## src/rtl/rv32i_pkg.sv

```systemverilog
// Shared RV32I control-flow encodings and the 2-bit BHT counter type.
package rv32i_pkg;

   localparam logic [6:0] OP_BRANCH = 7'b1100011;
   localparam logic [6:0] OP_JAL    = 7'b1101111;
   localparam logic [6:0] OP_JALR   = 7'b1100111;

   localparam logic [2:0] F3_BEQ  = 3'b000;
   localparam logic [2:0] F3_BNE  = 3'b001;
   localparam logic [2:0] F3_BLT  = 3'b100;
   localparam logic [2:0] F3_BGE  = 3'b101;
   localparam logic [2:0] F3_BLTU = 3'b110;
   localparam logic [2:0] F3_BGEU = 3'b111;
   localparam logic [2:0] F3_JALR = 3'b000;

   typedef enum logic [1:0] {
      CLS_NONE   = 2'd0,
      CLS_BRANCH = 2'd1,
      CLS_JAL    = 2'd2,
      CLS_JALR   = 2'd3
   } ctl_cls_e;

   typedef logic [1:0] cnt2_t;

   localparam cnt2_t CNT_SNT = 2'b00;
   localparam cnt2_t CNT_WNT = 2'b01;
   localparam cnt2_t CNT_WT  = 2'b10;
   localparam cnt2_t CNT_STK = 2'b11;

   // Saturating step of a 2-bit direction counter.
   function automatic cnt2_t sat2_next(input cnt2_t cnt, input logic taken);
      cnt2_t nxt;
      nxt = cnt;
      if (taken) begin
         if (cnt != CNT_STK) nxt = cnt2_t'(cnt + 2'd1);
      end else begin
         if (cnt != CNT_SNT) nxt = cnt2_t'(cnt - 2'd1);
      end
      return nxt;
   endfunction

endpackage

```

## src/rtl/bht_sat2.sv

```systemverilog
// Array of 2-bit saturating counters: one async read port, one sync write port.
module bht_sat2
   import rv32i_pkg::*;
#(
   parameter int unsigned ENTRIES = 64,
   parameter int unsigned IDX_W   = $clog2(ENTRIES)
) (
   input  logic             clk,
   input  logic             rst_n,
   input  logic [IDX_W-1:0] rd_idx,
   output logic [1:0]       rd_cnt,
   input  logic             wr_en,
   input  logic [IDX_W-1:0] wr_idx,
   input  logic             wr_taken
);

   cnt2_t cnt_q [ENTRIES];
   cnt2_t cnt_d [ENTRIES];

   // No bypass: a read in the write cycle sees the pre-update counter.
   assign rd_cnt = cnt_q[rd_idx];

   always_comb begin
      cnt_d = cnt_q;
      if (wr_en) begin
         cnt_d[wr_idx] = sat2_next(cnt_q[wr_idx], wr_taken);
      end
   end

   always_ff @(posedge clk or negedge rst_n) begin
      if (!rst_n) begin
         for (int i = 0; i < int'(ENTRIES); i++) begin
            cnt_q[i] <= CNT_WNT;
         end
      end else begin
         cnt_q <= cnt_d;
      end
   end

endmodule

```

## src/rtl/branch_resolve_bht.sv

```systemverilog
// Branch/jump resolution with a 1-cycle registered result and a 2-bit BHT
// trained by every accepted conditional branch with a legal funct3.
module branch_resolve_bht
   import rv32i_pkg::*;
#(
   parameter int unsigned XLEN        = 32,
   parameter int unsigned BHT_ENTRIES = 64,
   parameter int unsigned IDX_W       = $clog2(BHT_ENTRIES)
) (
   input  logic            clk,
   input  logic            rst_n,
   input  logic [XLEN-1:0] lk_pc,
   output logic            lk_taken,
   input  logic            in_valid,
   output logic            in_ready,
   input  logic [9:0]      in_inst,
   input  logic [XLEN-1:0] in_pc,
   input  logic [XLEN-1:0] in_imm,
   input  logic [XLEN-1:0] in_rs1_v,
   input  logic [XLEN-1:0] in_rs2_v,
   input  logic            in_pred_taken,
   input  logic            flush,
   output logic            out_valid,
   input  logic            out_ready,
   output logic            out_taken,
   output logic            out_mispredict,
   output logic [XLEN-1:0] out_redirect_pc
);

   logic [6:0]      opcode_c;
   logic [2:0]      funct3_c;
   ctl_cls_e        cls_c;
   logic            eq_c, slt_c, ult_c;
   logic            cond_c, valid_f3_c;
   logic            taken_c, mispredict_c, train_c, accept_c;
   logic [XLEN-1:0] pc_tgt_c, jr_tgt_c, seq_pc_c, redirect_c;
   logic [1:0]      rd_cnt_c;
   logic            unused_bits_c;

   logic            out_valid_q, out_valid_d;
   logic            out_taken_q, out_taken_d;
   logic            out_mispredict_q, out_mispredict_d;
   logic [XLEN-1:0] out_redirect_pc_q, out_redirect_pc_d;

   assign opcode_c = in_inst[6:0];
   assign funct3_c = in_inst[9:7];

   assign eq_c  = (in_rs1_v == in_rs2_v);
   assign slt_c = ($signed(in_rs1_v) < $signed(in_rs2_v));
   assign ult_c = (in_rs1_v < in_rs2_v);

   assign pc_tgt_c = in_pc + in_imm;
   assign jr_tgt_c = (in_rs1_v + in_imm) & ~XLEN'(1);
   assign seq_pc_c = in_pc + XLEN'(4);

   // Instruction class; JALR with a non-zero funct3 is treated as non-control.
   always_comb begin
      cls_c = CLS_NONE;
      case (opcode_c)
         OP_BRANCH: cls_c = CLS_BRANCH;
         OP_JAL:    cls_c = CLS_JAL;
         OP_JALR:   cls_c = (funct3_c == F3_JALR) ? CLS_JALR : CLS_NONE;
         default:   cls_c = CLS_NONE;
      endcase
   end

   always_comb begin
      cond_c     = 1'b0;
      valid_f3_c = 1'b1;
      case (funct3_c)
         F3_BEQ:  cond_c = eq_c;
         F3_BNE:  cond_c = !eq_c;
         F3_BLT:  cond_c = slt_c;
         F3_BGE:  cond_c = !slt_c;
         F3_BLTU: cond_c = ult_c;
         F3_BGEU: cond_c = !ult_c;
         default: valid_f3_c = 1'b0;
      endcase
   end

   // JALR always redirects: there is no target prediction to confirm.
   always_comb begin
      taken_c      = 1'b0;
      redirect_c   = seq_pc_c;
      mispredict_c = in_pred_taken;
      train_c      = 1'b0;
      case (cls_c)
         CLS_BRANCH: begin
            taken_c      = cond_c;
            redirect_c   = cond_c ? pc_tgt_c : seq_pc_c;
            mispredict_c = cond_c ^ in_pred_taken;
            train_c      = valid_f3_c;
         end
         CLS_JAL: begin
            taken_c      = 1'b1;
            redirect_c   = pc_tgt_c;
            mispredict_c = !in_pred_taken;
         end
         CLS_JALR: begin
            taken_c      = 1'b1;
            redirect_c   = jr_tgt_c;
            mispredict_c = 1'b1;
         end
         default: begin
            taken_c = 1'b0;
         end
      endcase
   end

   assign in_ready = !out_valid_q || out_ready;
   assign accept_c = in_valid && in_ready && !flush;

   always_comb begin
      out_valid_d       = out_valid_q;
      out_taken_d       = out_taken_q;
      out_mispredict_d  = out_mispredict_q;
      out_redirect_pc_d = out_redirect_pc_q;
      if (flush) begin
         out_valid_d = 1'b0;
      end else if (accept_c) begin
         out_valid_d       = 1'b1;
         out_taken_d       = taken_c;
         out_mispredict_d  = mispredict_c;
         out_redirect_pc_d = redirect_c;
      end else if (out_ready) begin
         out_valid_d = 1'b0;
      end
   end

   always_ff @(posedge clk or negedge rst_n) begin
      if (!rst_n) begin
         out_valid_q       <= 1'b0;
         out_taken_q       <= 1'b0;
         out_mispredict_q  <= 1'b0;
         out_redirect_pc_q <= '0;
      end else begin
         out_valid_q       <= out_valid_d;
         out_taken_q       <= out_taken_d;
         out_mispredict_q  <= out_mispredict_d;
         out_redirect_pc_q <= out_redirect_pc_d;
      end
   end

   assign out_valid       = out_valid_q;
   assign out_taken       = out_taken_q;
   assign out_mispredict  = out_mispredict_q;
   assign out_redirect_pc = out_redirect_pc_q;

   bht_sat2 #(
      .ENTRIES (BHT_ENTRIES),
      .IDX_W   (IDX_W)
   ) u_bht (
      .clk      (clk),
      .rst_n    (rst_n),
      .rd_idx   (lk_pc[IDX_W+1:2]),
      .rd_cnt   (rd_cnt_c),
      .wr_en    (accept_c && train_c),
      .wr_idx   (in_pc[IDX_W+1:2]),
      .wr_taken (taken_c)
   );

   assign lk_taken = rd_cnt_c[1];

   assign unused_bits_c = ^{lk_pc[XLEN-1:IDX_W+2], lk_pc[1:0], rd_cnt_c[0]};

endmodule

```

## config.mk

```make
export PLATFORM = sky130hd
export DESIGN_NAME = branch_resolve_bht
export DESIGN_NICKNAME = d
export VERILOG_FILES = /design/src/rtl/rv32i_pkg.sv /design/src/rtl/bht_sat2.sv /design/src/rtl/branch_resolve_bht.sv
export SDC_FILE = /design/constraint.sdc
export NUM_CORES = 1
export LEC_CHECK = 0
export BUFFER_PORTS_ARGS = -buffer_cell sky130_fd_sc_hd__buf_2
export CELL_PAD_IN_SITES_DETAIL_PLACEMENT = 0
export CELL_PAD_IN_SITES_GLOBAL_PLACEMENT = 1
export CORE_UTILIZATION = 40
export CTS_CLUSTER_SIZE = 30
export DETAILED_ROUTE_END_ITERATION = 7
export GPL_TIMING_DRIVEN = 0
export PLACE_DENSITY_LB_ADDON = 0.1
export SYNTH_ARGS = -nofsm -noshare
export SYNTH_HDL_FRONTEND = slang
export SYNTH_HIERARCHICAL = 1
export SYNTH_SLANG_ARGS = --single-unit
```

## constraint.sdc

```tcl
create_clock -name clk -period 5.3 [get_ports clk]
set_clock_uncertainty 0.05 [all_clocks]
set_input_delay 0.53 -clock clk [delete_from_list [all_inputs] [get_ports clk]]
set_output_delay 0.53 -clock clk [all_outputs]
set_load 0.02 [all_outputs]
```

==> results of run 1 <==
-- sequential cells by signal, summed over array words and instances, names as in the netlist --
register         cells
out_valid            1
out_taken            1
out_mispredict       1
u_bht/cnt_q        128
out_redirect_pc     32
-- cells in the final DEF, fill, tap and decap left out, types with 8 or more instances in the layout --
| cell | n |
|---|---|
| dfstp_2 | 64 |
| o21a_1 | 11 |
| mux2i_1 | 14 |
| xnor2_1 | 54 |
| a21oi_1 | 83 |
| buf_6 | 11 |
| and3_1 | 13 |
| clkbuf_16 | 17 |
| o22ai_1 | 13 |
| buf_2 | 203 |
| dfrtp_1 | 99 |
| a21o_1 | 30 |
| mux4_2 | 35 |
| o21bai_1 | 10 |
| and2_1 | 8 |
| inv_1 | 55 |
| ha_1 | 94 |
| nor2_1 | 89 |
| nand2b_1 | 10 |
| mux2_2 | 16 |
| clkbuf_1 | 35 |
| nor3_1 | 15 |
| nand2_1 | 278 |
| xor2_1 | 30 |
| buf_1 | 8 |
| a211oi_1 | 11 |
| nand4_1 | 26 |
| a31oi_1 | 12 |
| a221oi_1 | 23 |
| o21ai_0 | 51 |
| a22oi_1 | 14 |
| o211ai_1 | 11 |
| nand3_1 | 32 |
| o31ai_1 | 131 |
-- power by group through the flow --
stage | Sequential, µW | Combinational (µW) | Clock (µW)
after floorplan | 1380 | 532 | 0
after global routing | 1320 | 1020 | 1440
after CTS | 1320 | 934 | 1390
after global placement | 1340 | 920 | 0
final | 1320 | 937 | 1360
after detailed placement | 1340 | 928 | 0
-- how the worst max path moves through the flow --
stage,endpoint,slack [ns],depth (start not counted)
global placement,u_bht/cnt_q[2]$_DFFE_PN1P_,0.83,16
CTS,u_bht/cnt_q[112]$_DFFE_PN1P_,1.27,16
finish,u_bht/cnt_q[112]$_DFFE_PN1P_,1.24,16
global route,u_bht/cnt_q[119]$_DFFE_PN0P_,1.0,15
detailed placement,u_bht/cnt_q[8]$_DFFE_PN1P_,0.80,16
floorplan,u_bht/cnt_q[109]$_DFFE_PN0P_,1.72,17
-- metal layers --
metal	share of wire (%)	vias to the layer above	wire length, µm	track usage (%)
met5	0.027	-	13	0
met4	3.1	2	1530	10.8
met3	5.8	96	2850	4.29
met2	48	447	23600	49.5
met1	43	6261	20700	37.0
li1	-	6051	-	-
-- final cells by class --
cell class                 instances  area (µm²)  area share, %
timing repair buffer             187         987           6.39
antenna                            1        2.50         0.0162
inverter                          55         206           1.34
tap                              442         553           3.58
sequential                       163        4160           26.9
clock inverter                    14         190           1.23
multi-input combinational       1218        8530           55.3
buffer                            75         383           2.48
clock buffer                      18         429           2.78
-- metrics by stage --
step | cells | total power, µW
floorplan | 1511 | 1910
global placement | 2136 | 2260
detailed placement | 2140 | 2270
CTS | 2172 | 3640
global route | 2172 | 3790
finish | 2173 | 3620
-- worst register-to-register path, cell delays in order (launching register included) --
cell      delay [ns]
dfrtp_1         0.38
nor2b_1         0.16
inv_1           0.07
nand3b_1        0.12
clkbuf_1        0.39
buf_1           0.38
nor2_1          0.33
nand2b_1        0.17
nor2_1          0.95
nand2_1         0.32
o31ai_1         0.30
==> flow_metrics.tcl, run 1 <==
set metrics [dict create \
    grt_pass1_vias 12200 \
    avgSynthCellArea_um2 8.78 \
    totalWireLength_um 48700 \
    pre_cts_ws_ns 0.801 \
    startpoint_type "input port" \
    p_seq_share_pct 36.4 \
    cp_slowest_cell "a21oi_2" \
    leakage_uw 0.00647 \
    netlist_instances 1511 \
    violations "hold timing" \
    crit_chain "buf_2, ha_1, nand4_1, inv_1, a221oi_1, and3_1, a2bb2oi_1, nand2_1, o21ai_1, buf_2, inv_1, inv_1, a41oi_1, a21oi_2, buf_6, o31ai_1" \
    vias_per_cell 5.92 \
    grt_max_degree 100 \
    cts_max_level 4 \
    drc 0 \
    core_um2 32600 \
    postLayoutCoreUtil_pct 47.3 \
    drt_iter0_markers 1011 \
    rows 66 \
    dieArea_um2 33900 \
    setup_viol 0 \
    cts_tree "done" \
    cpLargestDelayFamily "compound AO/OA/AOI/OAI gates" \
    period_share_pct 76.6 \
    worstSetupStartpoint "in_rs1_v[31]" \
    rrSetupSlack_ns 1.60 \
    worstPathRequired_ns 5.60 \
    status "finished, violations left" \
    numCtsBuffers 17 \
    area_growth_pct 16.4 \
    swShare_pct 33.8 \
    portBuffers 183 \
    post_cts_resized 0 \
    wire_per_inst_um 22.4 \
    die_h_um 184 \
    die_w_um 184 \
    detailed_place.area_um2 14800 \
    grt_first_pass_wirelength_um 73400 \
    overflow 0 \
    setup_ws_ns 1.24 \
    final_cell_area_um2 15400 \
    r2r-start "out_valid$_DFFE_PN0P_" \
    num-fill-cells 3297 \
    cp_max_fo 10 \
    cp.arrival_ns 4.36 \
    hold_path.class "in -> async" \
    finalMaxSlewViolations 0 \
    intPower_uw 2390 \
    cts.sinks 163 \
    r2r_cells 10 \
    holdWs_ns -0.00875 \
    firstDrtPassIters 5 \
    synth_warnings 6 \
    drive_above_1_share_pct 22.0 \
    max_freq_mhz 246 \
    cp_num_buf_inv 6 \
    clock_latency_ns 0.44 \
    track_usage_pct 29.0 \
    io_pins 213 \
    comb_power_share_pct 25.9 \
    fin_tns_setup_ns 0 \
    cts_root_buf "clkbuf_16" \
    p_switching_uw 1220 \
    crit_type "in -> reg" \
    clk_pin_slew_ns 0.07 \
    cts_buffer_depth 2 \
    setup.worst_path.end_class "register" \
    pwr_density_cell_nw_per_um2 234 \
    slew_headroom_pct 17.0 \
    initial_utilization_pct 40.7 \
    post-cts-setup-buffer-count 0 \
    num_vias 12900 \
    globalplace.congestion 0.964 \
    drv_cap 0 \
    clock_power_share_pct 37.7 \
    dpl.hpwl_um 36900 \
    rr_endpoint "u_bht/cnt_q[123]$_DFFE_PN0P_" \
    worst_slew_pin_slew_ns 1.24 \
    antenna_found_initial 1 \
    cts_hold_buf 0 \
    min_period_ns 4.06 \
    nNetsFinal 1989 \
    rsz0062_at_grt "false" \
    hold_viol 6 \
    postRouteAntennaNets 0 \
    syn_area_um2 13300 \
    critPathMaxStageDelay_ns 0.75 \
    ir_drop_mv 0.244 \
    path_common_cell "inv_1" \
    syn_nets 1783 \
]
Note: power is estimated with default switching activity, not from simulation.
==> run 2, diff against run 1 <==
- clock period: 5.3 -> 3.5 ns (I/O delays scaled with it)
==> run 2 against run 1 <==
Count of clock-buffer cells in the layout is the same. Highest routed layer unchanged. Setup slack lost 1.1 ns. Hold slack gained 0.065 ns. Sequential share of layout area shrank 0.43 points. Wire length grew 0.39%. Die area is the same. First-iteration DRC count shrank 3.6%. Global-route usage grew 0.077 points. The run now ends clean. Combinational power grew 54%. Total power grew 52%.
==> flow_metrics.tcl, run 2 (same netlist as run 1, synthesis figures left out) <==
set metrics [dict create \
    status "completed" \
    core_um2 32600 \
    num-fill-cells 3294 \
    setup_viol 0 \
    rrSetupSlack_ns 0.12 \
    postRouteAntennaNets 0 \
    grt_first_pass_wirelength_um 73600 \
    num_vias 12900 \
    wire_per_inst_um 22.5 \
    initial_utilization_pct 40.7 \
    dieArea_um2 33900 \
    hold_viol 0 \
    slew_headroom_pct 33.4 \
    numCtsBuffers 17 \
    drt_iter0_markers 975 \
    globalplace.congestion 0.964 \
    drv_cap 0 \
    dpl.hpwl_um 36900 \
    cts_max_level 4 \
    r2r-start "out_valid$_DFFE_PN0P_" \
    worstSetupStartpoint "in_rs1_v[10]" \
    power.total_uw 5510 \
    fin_tns_setup_ns 0 \
    period_share_pct 97.5 \
    nNetsFinal 1996 \
    firstDrtPassIters 7 \
    drc 0 \
    setup.worst_path.end_class "register" \
    holdWs_ns 0.0560 \
    io_pins 213 \
    r2r_cells 10 \
    worstPathRequired_ns 3.79 \
    pwr_density_cell_nw_per_um2 351 \
    clk_pin_slew_ns 0.07 \
    die_h_um 184 \
    grt_max_degree 100 \
    cp_max_fo 10 \
    area_growth_pct 18.3 \
    postLayoutCoreUtil_pct 48.1 \
    ir_drop_mv 0.370 \
    min_from "flush" \
    cts.sinks 163 \
    max_freq_mhz 293 \
    setup_ws_ns 0.0885 \
    cp.arrival_ns 3.70 \
    portBuffers 183 \
    finalMaxSlewViolations 0 \
    rows 66 \
    vias_per_cell 5.94 \
    final_common_cell "nand2_1" \
    track_usage_pct 29.0 \
    die_w_um 184 \
    hold_path.class "in -> reg" \
    max_flop_register "u_bht/cnt_q" \
    worst_slew_pin_slew_ns 0.992 \
    clock_latency_ns 0.45 \
    min_path_cells 2 \
    grt_pass1_vias 12300 \
    totalWireLength_um 48900 \
    largest_reg_flops 128 \
    cts_tree "done" \
    overflow 0 \
    pre_cts_ws_ns -0.819 \
    cts_buffer_depth 2 \
    leakage_uw 0.00658 \
    layout_common_cells "nand2_1, buf_2, o31ai_1, dfrtp_1, ha_1" \
    crit_type "in -> reg" \
    startpoint_type "input port" \
    drive_above_1_share_pct 24.8 \
    min_period_ns 3.41 \
    n_antenna_cell 0 \
    rsz0062_at_grt "true" \
    antenna_found_initial 1 \
    cts_root_buf "clkbuf_16" \
]
[run 2: worst paths after layout]
path / endpoint
hold / removal: out_valid$_DFFE_PN0P_
min in group asynchronous: u_bht/cnt_q[19]$_DFFE_PN0P_
setup / recovery: u_bht/cnt_q[107]$_DFFE_PN0P_
max in group asynchronous: u_bht/cnt_q[125]$_DFFE_PN0P_
hold reg to reg: u_bht/cnt_q[84]$_DFFE_PN1P_
setup reg to reg: u_bht/cnt_q[112]$_DFFE_PN1P_
[run 2: where the power goes]
part	leakage [µW]	switching (µW)	internal [µW]
combinational	0.00433	901	540
sequential	0.00196	45.2	1950
clock	0.000299	923	1150
total	0.00658	1870	3640
[run 2: repair_timing]
| action | 4_1_cts | 5_1_grt |
|---|---|---|
| setup buffers | 0 | 6 |
| hold endpoints to repair | 43 | 0 |
| endpoints found under the setup margin | 128 | 128 |
| gates resized for setup | 18 | 48 |
| pin swaps | 1 | 2 |
| hold buffers | 1 | 0 |
[run 2: stage by stage]
step	cells	instance area (µm²)
after CTS	2173	15500
after detailed placement	2140	14800
after global routing	2179	15700
final	2179	15700
after global placement	2136	14700
after floorplan	1511	13300
[run 2: final cells by class]
cell class	count	area [µm²]	area share (%)
Buffer	75	424	2.70
Inverter	55	206	1.32
Clock buffer	18	429	2.73
Clock inverter	14	190	1.21
Multi-Input combinational cell	1218	8680	55.3
Tap cell	442	553	3.52
Sequential cell	163	4160	26.5
Timing Repair Buffer	194	1050	6.72
[run 2: layer usage]
metal | vias to the layer above | GRT usage (%) | share of wire, %
li1 | 6071 | - | -
met1 | 6313 | 37.0 | 43
met2 | 467 | 49.8 | 48
met3 | 94 | 4.31 | 5.9
met4 | 2 | 10.5 | 3.1
met5 | - | 0 | 0.027
[run 2: critical path: stages]
cell	delay (ns)
buf_2	0.11
ha_1	0.30
and3_4	0.18
a221o_1	0.34
a221o_2	0.46
o21ai_2	0.13
mux2_2	0.36
nand2_2	0.08
o21ai_1	0.09
buf_6	0.15
inv_1	0.09
inv_1	0.06
a41oi_2	0.18
and3b_1	0.20
buf_4	0.20
buf_4	0.20
o31ai_1	0.22
==> run 3, diff against run 2 <==
- CTS_BUF_LIST: unset -> sky130_fd_sc_hd__clkbuf_2
==> run 3 against run 2 <==
The run now ends with setup timing left. Final area is 0.34% higher. Register-to-register slack improved by 0.03 ns. Hold slack worse by 0.0069 ns. Critical path depth shrank 5. Sequential share of layout area fell by 0.091 points. Maximum frequency down 3.4%. Non-clock buffer count is 46 higher. Count of clock-buffer cells in the layout stayed put. Total power down 14%. Global-route usage grew 0.16 points. Utilization grew 0.16 points. Highest routed layer unchanged.
==> flow_metrics.tcl, run 3 (same netlist as run 1, synthesis figures left out) <==
set metrics [dict create \
    grt_max_degree 100 \
    drc 0 \
    path_common_cell "buf_2" \
    track_usage_pct 29.2 \
    min_from "in_pc[7]" \
    io_pins 213 \
    cp.arrival_ns 4.16 \
    drt_iter0_markers 1091 \
    nNetsFinal 2042 \
    finalMaxSlewViolations 0 \
    cts_buffer_depth 2 \
    totalWireLength_um 49300 \
    final_cell_area_um2 15800 \
    numCtsBuffers 17 \
    setup.worst_path.end_class "register" \
    cts_max_level 4 \
    min_path_cells 5 \
    final_common_cell "nand2_1" \
    hold_path.class "in -> reg" \
    min_to "out_redirect_pc[7]$_DFFE_PN0P_" \
    min_period_ns 3.53 \
    initial_utilization_pct 40.7 \
    status "finished, violations left" \
    pwr_density_cell_nw_per_um2 300 \
    firstDrtPassIters 6 \
    max_freq_mhz 283 \
    postLayoutCoreUtil_pct 48.3 \
    worstPathRequired_ns 4.12 \
    violations "setup timing" \
    die_h_um 184 \
    globalplace.congestion 0.964 \
    slew_headroom_pct 30.8 \
    layout_common_cells "nand2_1, buf_2, o31ai_1, dfrtp_1, ha_1" \
    rr_endpoint "u_bht/cnt_q[75]$_DFFE_PN0P_" \
    post-cts-setup-buffer-count 0 \
    rrSetupSlack_ns 0.15 \
    die_w_um 184 \
    crit_type "in -> reg" \
    worst_slew_pin_slew_ns 1.03 \
    hold_viol 0 \
    rows 66 \
    overflow 0 \
    grt_pass1_vias 12500 \
    drive_above_1_share_pct 22.9 \
    r2r-start "out_valid$_DFFE_PN0P_" \
    leakage_uw 0.00661 \
    rsz0062_at_grt "true" \
    crit_chain "dlygate4sd3_1, buf_2, buf_2, buf_2, buf_2, o221ai_1, a222oi_1, a41oi_2, and3b_1, buf_2, buf_2, o31ai_1" \
    postRouteAntennaNets 0 \
    portBuffers 183 \
    area_growth_pct 18.7 \
    critPathMaxStageDelay_ns 0.64 \
    cts_tree "done" \
    cts.sinks 163 \
    num_vias 13100 \
    vias_per_cell 5.88 \
    cp_max_fo 10 \
    detailed_place.area_um2 14800 \
    cts_root_buf "clkbuf_2" \
    antenna_found_initial 3 \
    clk_pin_slew_ns 0.31 \
    grt_first_pass_wirelength_um 74300 \
    wire_per_inst_um 22.1 \
    setup_viol 8 \
    cp_slowest_cell "a222oi_1" \
    num-fill-cells 3306 \
    dieArea_um2 33900 \
    largest_reg_flops 128 \
    period_share_pct 101 \
    r2r_cells 10 \
    power.total_uw 4730 \
    max_flop_register "u_bht/cnt_q" \
    pre_cts_ws_ns -0.819 \
    dpl.hpwl_um 36900 \
    startpoint_type "input port" \
    ir_drop_mv 0.321 \
    clock_latency_ns 0.79 \
    setup_ws_ns -0.0322 \
    core_um2 32600 \
    drv_cap 0 \
]
[run 3: changes by cell type in the layout (fill, tap and decap cells not counted), sizes merged]
| cell | previous run | this run |
|---|---|---|
| dlygate4sd3 | 1 | 52 |
| buf | 235 | 226 |
| clkbuf | 51 | 55 |
| diode | 0 | 3 |
[run 3: how the worst max path moves through the flow]
stage	startpoint	to	slack, ns	cells past startpoint
3_3_place_gp	in_rs1_v[31]	u_bht/cnt_q[2]$_DFFE_PN1P_	-0.79	16
3_5_place_dp	in_rs1_v[31]	u_bht/cnt_q[8]$_DFFE_PN1P_	-0.82	16
4_1_cts	out_valid$_DFFE_PN0P_	u_bht/cnt_q[73]$_DFFE_PN0P_	-0.05	10
5_1_grt	in_pc[3]	u_bht/cnt_q[45]$_DFFE_PN0P_	-0.06	12
2_1_floorplan	in_rs2_v[10]	u_bht/cnt_q[109]$_DFFE_PN0P_	0.1	17
6_report	in_pc[3]	u_bht/cnt_q[45]$_DFFE_PN0P_	-0.03	12
[run 3: what timing repair did]
item                                    4_1_cts  5_1_grt
hold buffers                                 53        0
gates resized for setup                       3       40
endpoints found under the setup margin       58      120
hold endpoints to repair                    150        0
[run 3: power breakdown]
part / switching [µW] / leakage, µW / internal, µW
combinational: 908 / 0.00449 / 580
clock: 816 / 0.000163 / 431
sequential: 44.1 / 0.00196 / 1950
total: 1770 / 0.00661 / 2960
[run 3: cell type report]
class / count / area [µm²] / share of cell area (%)
diodes: 3 / 7.51 / 0.0477
plain buffers: 75 / 403 / 2.56
clock buffers: 18 / 90.1 / 0.572
clock inverters: 14 / 190 / 1.21
inverters: 55 / 206 / 1.31
multi-input cells: 1218 / 8600 / 54.6
flip-flops and latches: 163 / 4160 / 26.4
well taps: 442 / 553 / 3.51
repair buffers: 240 / 1540 / 9.79
[run 3: worst max-delay path: cells and delay by family]
family / cells / cell delay, ns
simple gates: 1 / 0.26
compound gates: 4 / 1.21
buf+inv: 7 / 2.33
[run 3: layer usage]
metal  GRT usage [%]  share of wire (%)  wire length, µm
met2            50.3                 48            23900
met4            9.03                3.3             1630
met1            37.3                 42            20500
met3            4.74                6.7             3300
met5               0              0.022               11
[run 3: metrics by stage]
| step | TNS [ns] | instances | hold WS (ns) |
|---|---|---|---|
| after floorplan | 0 | 1511 | 0.00441 |
| after global placement | -164.50 | 2136 | 0.407 |
| after detailed placement | -95.34 | 2140 | 0.299 |
| after CTS | -0.419 | 2225 | 0.00147 |
| after global routing | -0.944 | 2227 | 0.00754 |
| final | -0.134 | 2228 | 0.0491 |
